[src/rtl/muldiv_pkg.sv]
// muldiv_pkg: shared definitions for the multiply/divide controller.
//   - op_code encodings presented by the EX stage
//   - controller state encoding
//   - divider iteration count (tied to the 32-bit datapath)
//   - is_muldiv(): true for ops that occupy the unit for multiple cycles
package muldiv_pkg;

  localparam logic [2:0] OP_NONE  = 3'd0;
  localparam logic [2:0] OP_MULT  = 3'd1;
  localparam logic [2:0] OP_MULTU = 3'd2;
  localparam logic [2:0] OP_DIV   = 3'd3;
  localparam logic [2:0] OP_DIVU  = 3'd4;
  localparam logic [2:0] OP_MTHI  = 3'd5;
  localparam logic [2:0] OP_MTLO  = 3'd6;

  // One restoring step per bit of the 32-bit dividend.
  localparam int DIV_ITER = 32;

  typedef enum logic [1:0] {
    ST_IDLE = 2'd0,
    ST_MUL  = 2'd1,
    ST_DIV  = 2'd2,
    ST_FIX  = 2'd3
  } state_t;

  function automatic logic is_muldiv(input logic [2:0] op);
    return (op == OP_MULT) || (op == OP_MULTU) ||
           (op == OP_DIV)  || (op == OP_DIVU);
  endfunction

endpackage

[src/rtl/muldiv_ctrl_div_step.sv]
// div_iter_step: one combinational restoring-division step.
//   rem_i       : current partial remainder (always < divisor_i)
//   shift_bit_i : next dividend bit, shifted in at the LSB
//   divisor_i   : divisor magnitude (non-zero)
//   rem_o       : next partial remainder
//   q_bit_o     : quotient bit produced by this step
module div_iter_step (
  input  logic [31:0] rem_i,
  input  logic        shift_bit_i,
  input  logic [31:0] divisor_i,
  output logic [31:0] rem_o,
  output logic        q_bit_o
);

  logic [31:0] trial_low;

  // The shifted trial value is 33 bits wide. If its MSB (rem_i[31]) is set
  // it already exceeds any 32-bit divisor; otherwise the low 32 bits decide.
  // The subtraction result is always < divisor, so 32 bits hold it exactly.
  always_comb begin
    trial_low = {rem_i[30:0], shift_bit_i};
    q_bit_o   = rem_i[31] | (trial_low >= divisor_i);
    rem_o     = q_bit_o ? (trial_low - divisor_i) : trial_low;
  end

endmodule

[src/rtl/muldiv_ctrl.sv]
// muldiv_ctrl: multi-cycle multiply/divide unit for the EX stage.
// Owns HI/LO, runs MULT/MULTU over MUL_LAT cycles and DIV/DIVU through a
// DIV_ITER-step restoring divider, services MTHI/MTLO and raises stall.
//
// state | meaning
// ------+-----------------------------------------------------------
// IDLE  | waiting; accepts mult/div, performs MTHI/MTLO writes
// MUL   | latency countdown; product written to HI/LO at cnt==0
// DIV   | one restoring step per cycle on operand magnitudes
// FIX   | apply signs (or divide-by-zero result), write HI/LO
//
// Ports:
//   clk, reset        : clock, async active-high reset
//   op_valid, op_code : EX-stage muldiv op request
//   src_a, src_b      : rs / rt operand values
//   flush             : abort in-flight op, block acceptance this cycle
//   stall             : hold pipeline front-end and EX
//   busy              : unit executing (MUL/DIV/FIX)
//   done              : one-cycle pulse when HI/LO take a mult/div result
//   hi, lo            : architectural HI/LO registers
module muldiv_ctrl
  import muldiv_pkg::*;
#(
  parameter int MUL_LAT = 2
) (
  input  logic        clk,
  input  logic        reset,
  input  logic        op_valid,
  input  logic [2:0]  op_code,
  input  logic [31:0] src_a,
  input  logic [31:0] src_b,
  input  logic        flush,
  output logic        stall,
  output logic        busy,
  output logic        done,
  output logic [31:0] hi,
  output logic [31:0] lo
);

  localparam logic [5:0] MUL_CNT_INIT = 6'(MUL_LAT - 1);
  localparam logic [5:0] DIV_CNT_INIT = 6'(DIV_ITER - 1);

  state_t      state_q, state_d;
  logic [5:0]  cnt_q, cnt_d;
  logic [31:0] a_q, a_d;       // raw src_a (mult operand, div-by-zero HI)
  logic [31:0] b_q, b_d;       // mult operand, or divisor magnitude
  logic [31:0] quo_q, quo_d;   // dividend bits shift out, quotient bits in
  logic [31:0] rem_q, rem_d;
  logic [31:0] hi_q, hi_d;
  logic [31:0] lo_q, lo_d;
  logic        sgn_q, sgn_d;
  logic        qneg_q, qneg_d;
  logic        rneg_q, rneg_d;
  logic        div0_q, div0_d;
  logic        done_q, done_d;

  logic        req_md;
  logic        op_signed;
  logic        a_neg;
  logic        b_neg;
  logic [63:0] prod;
  logic [31:0] step_rem;
  logic        step_qbit;

  assign req_md    = op_valid & ~flush & is_muldiv(op_code);
  assign op_signed = (op_code == OP_MULT) || (op_code == OP_DIV);
  assign a_neg     = op_signed & src_a[31];
  assign b_neg     = op_signed & src_b[31];

  // Sign-extending to 64 bits makes one unsigned 64-bit multiply give the
  // correct low 64 bits for both signed and unsigned operands.
  assign prod = {{32{sgn_q & a_q[31]}}, a_q} * {{32{sgn_q & b_q[31]}}, b_q};

  div_iter_step u_div_step (
    .rem_i       (rem_q),
    .shift_bit_i (quo_q[31]),
    .divisor_i   (b_q),
    .rem_o       (step_rem),
    .q_bit_o     (step_qbit)
  );

  always_ff @(posedge clk or posedge reset) begin
    if (reset) begin
      state_q <= ST_IDLE;
      cnt_q   <= '0;
      a_q     <= '0;
      b_q     <= '0;
      quo_q   <= '0;
      rem_q   <= '0;
      hi_q    <= '0;
      lo_q    <= '0;
      sgn_q   <= 1'b0;
      qneg_q  <= 1'b0;
      rneg_q  <= 1'b0;
      div0_q  <= 1'b0;
      done_q  <= 1'b0;
    end else begin
      state_q <= state_d;
      cnt_q   <= cnt_d;
      a_q     <= a_d;
      b_q     <= b_d;
      quo_q   <= quo_d;
      rem_q   <= rem_d;
      hi_q    <= hi_d;
      lo_q    <= lo_d;
      sgn_q   <= sgn_d;
      qneg_q  <= qneg_d;
      rneg_q  <= rneg_d;
      div0_q  <= div0_d;
      done_q  <= done_d;
    end
  end

  always_comb begin
    state_d = state_q;
    cnt_d   = cnt_q;
    a_d     = a_q;
    b_d     = b_q;
    quo_d   = quo_q;
    rem_d   = rem_q;
    hi_d    = hi_q;
    lo_d    = lo_q;
    sgn_d   = sgn_q;
    qneg_d  = qneg_q;
    rneg_d  = rneg_q;
    div0_d  = div0_q;
    done_d  = 1'b0;

    case (state_q)
      ST_IDLE: begin
        if (req_md) begin
          a_d   = src_a;
          sgn_d = op_signed;
          if ((op_code == OP_MULT) || (op_code == OP_MULTU)) begin
            b_d     = src_b;
            cnt_d   = MUL_CNT_INIT;
            state_d = ST_MUL;
          end else begin
            b_d     = b_neg ? -src_b : src_b;
            quo_d   = a_neg ? -src_a : src_a;
            rem_d   = '0;
            qneg_d  = a_neg ^ b_neg;
            rneg_d  = a_neg;
            div0_d  = (src_b == '0);
            cnt_d   = DIV_CNT_INIT;
            state_d = (src_b == '0) ? ST_FIX : ST_DIV;
          end
        end else if (op_valid && !flush) begin
          if (op_code == OP_MTHI) hi_d = src_a;
          if (op_code == OP_MTLO) lo_d = src_a;
        end
      end
      ST_MUL: begin
        if (cnt_q == '0) begin
          hi_d    = prod[63:32];
          lo_d    = prod[31:0];
          done_d  = 1'b1;
          state_d = ST_IDLE;
        end else begin
          cnt_d = cnt_q - 6'd1;
        end
      end
      ST_DIV: begin
        rem_d = step_rem;
        quo_d = {quo_q[30:0], step_qbit};
        if (cnt_q == '0) begin
          state_d = ST_FIX;
        end else begin
          cnt_d = cnt_q - 6'd1;
        end
      end
      ST_FIX: begin
        if (div0_q) begin
          lo_d = '1;
          hi_d = a_q;
        end else begin
          lo_d = qneg_q ? -quo_q : quo_q;
          hi_d = rneg_q ? -rem_q : rem_q;
        end
        done_d  = 1'b1;
        state_d = ST_IDLE;
      end
      default: state_d = ST_IDLE;
    endcase

    // Flush wins over any completion or MTHI/MTLO write this cycle.
    if (flush) begin
      state_d = ST_IDLE;
      cnt_d   = '0;
      hi_d    = hi_q;
      lo_d    = lo_q;
      done_d  = 1'b0;
    end
  end

  always_comb begin
    busy  = (state_q != ST_IDLE);
    stall = busy | req_md;
    done  = done_q;
    hi    = hi_q;
    lo    = lo_q;
  end

endmodule

[config.mk]
export PLATFORM = sky130hd
export DESIGN_NAME = muldiv_ctrl
export DESIGN_NICKNAME = d
export VERILOG_FILES = /design/src/rtl/muldiv_pkg.sv /design/src/rtl/muldiv_ctrl_div_step.sv /design/src/rtl/muldiv_ctrl.sv
export SDC_FILE = /design/constraint.sdc
export NUM_CORES = 2
export LEC_CHECK = 0
export CAP_MARGIN = 30
export CORE_UTILIZATION = 44
export CTS_CLUSTER_DIAMETER = 80
export CTS_CLUSTER_SIZE = 14
export DETAILED_ROUTE_END_ITERATION = 7
export PLACE_DENSITY_LB_ADDON = 0.2
export SLEW_MARGIN = 20
export SYNTH_ARGS = -nofsm -noshare
export SYNTH_HDL_FRONTEND = slang
export SYNTH_SLANG_ARGS = --single-unit
[constraint.sdc]
create_clock -name clk -period 17.5 [get_ports clk]
set_input_delay 4.375 -clock clk [delete_from_list [all_inputs] [get_ports clk]]
set_output_delay 4.375 -clock clk [all_outputs]
set_load 0.02 [all_outputs]
==> out/metrics.yaml <==
global_route:
  first_global_vias: 42500
  grt_pass1_wl_um: 250000
  grt_usage: 0.270
  grt_max_degree: 94
  gr-total-overflow: 0
  antenna_found_initial: 9
floorplan:
  fp.dieW_um: 345
  rows: 125
  initial_core_util: 0.445
  core_area_sq_um: 117000
  die_h_um: 345
  ios: 138
  die_area_sq_um: 119000
setup_path:
  worst_setup_path_end_kind: "primary output"
  cp_cell_sequence: "clkdlybuf4s50_1 > nand4b_1 > nand2_1 > clkdlybuf4s50_1"
  start_kind: "primary input"
  crit_type: "in2out"
  path_max_fanout: 12
  critPathMaxStageDelay_ps: 620
  arrival_ps: 6210
  path_common_cell: "clkdlybuf4s50_1"
  required_ps: 13120
  cpMaxStageDelayCell: "clkdlybuf4s50_1"
drt:
  routed_wirelength_um: 156000
  first_pass_iters: 6
  routed-via-count: 40100
  drcViolationCount: 0
  routedWlPerCell_um: 21.1
  drt_iter0_drc: 3030
  ant_nets: 0
  vias_per_cell: 5.43
synth:
  yosysUniqueCellTypes: 80
  synth_seq_cells: 205
  synth_area_per_cell_sq_um: 8.69
  synthTopCellsByArea: "fa_1, dfrtp_1, inv_1"
  synth_edf_count: 0
  ys.warnings.count: 0
  synth_top_area_cell: "fa_1"
  netlist_instances: 5969
  synth_ff_type: "dfrtp_1"
  syn_area_sq_um: 51900
  async_flop_share: 1.00
  synth_nets: 7422
  ys_seq_area_frac: 0.0989
  synth_top_area_frac: 0.435
hold_path:
  hp-class: "reg2reg"
layout:
  antenna_cells: 0
  syn_to_final_growth_pct: 6.36
  fillers: 11200
  final_cell_mix: "inv_1, fa_1, nand2_1, and2_1, o21ai_0"
  layout_commonest_cell: "inv_1"
  drive_gt1_frac: 0.0295
  nets: 7306
  final_cell_count_no_fill: 7386
  final_util: 0.474
placed_design:
  gp_congestion: 0.927
  place_hpwl_um: 122000
  dp_cells: 7350
  port_buffers: 137
clocking:
  hold_buffers: 0
  numCtsBuffers: 20
  post_cts_buffers: 0
  cts_htree_levels: 1
  path_clk_slew_ps: 60
  cts.repair.resized: 0
  cts_buffer_depth: 3
  clk_latency_ps: 530
  tritoncts: "done"
  cts-root-buf: "clkbuf_16"
  cts.sinks: 205
timing:
  setup-tns-final_ps: 0
  worst_slew_pin_slew_ps: 1030
  fmax_ghz: 0.0945
  min_period_ps: 10580
  fin_crit_sh: 0.605
  rsz0062_at_grt: "no"
  maxSlewViolCount: 0
  hold_violations: 0
  fin_skew_ps: 20.4
  setup_viol: 0
  slew_headroom: 0.316
flow_run:
  max_cap_violations: 0
run_status:
  status: "complete, no violations"
## final timing paths
path                       cells after the start  slack, ps     from  endpoint
max                                            4       6920    flush     stall
min                                            2        480  b_q[20]   b_q[20]
max reg2reg                                   26       7450    sgn_q    hi[29]
min reg2reg                                    2        480  b_q[20]   b_q[20]
max in group asynchronous                      3      11840    reset   b_q[17]
min in group asynchronous                      2       4330    reset      done
## through the flow
stage                     worst slack (ps)  hold slack, ps  instance area (sq um)
after floorplan                       7530             472                  51900
after global placement                6940             466                  54500
after detailed placement              6930             472                  54500
after CTS                             6930             486                  55100
after global routing                  6840             506                  55200
final                                 6920             483                  55200
## layer usage
metal / up-vias / GRT usage / part of all wire
met5: - / 0 / 0.00020
met4: 6 / 0.0747 / 0.033
met1: 20800 / 0.368 / 0.42
met2: 1283 / 0.454 / 0.48
met3: 201 / 0.0297 / 0.063
li1: 17800 / - / -
## critical path: cells and delay by family
| family | cells | cell delay [ps] |
|---|---|---|
| and+or+nand+nor | 2 | 580 |
| buffers and inverters | 2 | 1240 |
## synthesized netlist by cell type, types with 11 or more instances
cell type	number
o211ai_1	13
a31oi_1	30
a21o_1	40
xor2_1	99
xnor2_1	106
a41oi_1	18
dfrtp_1	205
nor4_1	14
fa_1	1126
clkbuf_1	345
or3_1	24
inv_1	1196
a211oi_1	14
ha_1	256
o21a_1	13
nand2b_1	27
nand3_1	31
nor3_1	33
a22oi_1	21
mux2i_1	21
or4_1	12
nand4_1	17
o2111ai_1	11
o41ai_1	17
o21ai_0	270
or2_2	14
o31ai_1	39
nor2_1	175
buf_1	12
a21oi_1	177
a221oi_1	15
o21bai_1	18
and3_1	27
and2_1	357
nand2_1	1063
## state kept, by name (all words and copies together), names as in the netlist, 2 cells and up
name	count
cnt_q	6
quo_q	32
hi	32
a_q	32
b_q	32
state_q	2
rem_q	32
lo	32
## layout make-up
class,count,area (sq um),share of cell area
multi-input cells,4203,40900,0.742
inverters,1197,4500,0.0816
well taps,1524,1910,0.0346
flip-flops and latches,205,5140,0.0932
clock buffers,26,544,0.00986
clock inverters,5,65.1,0.00118
repair buffers,226,2100,0.0381
## cell families (layout without fill, tap and decap cells)
kind of cell | count (synthesis) | after routing | synth area share
and+or+nand+nor | 1836 | 1836 | 0.163
AOI/OAI and AO/OA | 757 | 757 | 0.0896
xor gates and xnor gates | 205 | 205 | 0.0346
DFF | 205 | 205 | 0.0989
muxes | 23 | 23 | 0.00449
buffers and inverters | 1561 | 1454 | 0.113
adders and majority gates | 1382 | 1382 | 0.496
Power is not shown: default switching activity piles up to over one toggle a cycle in this logic, so the estimate is an artifact.
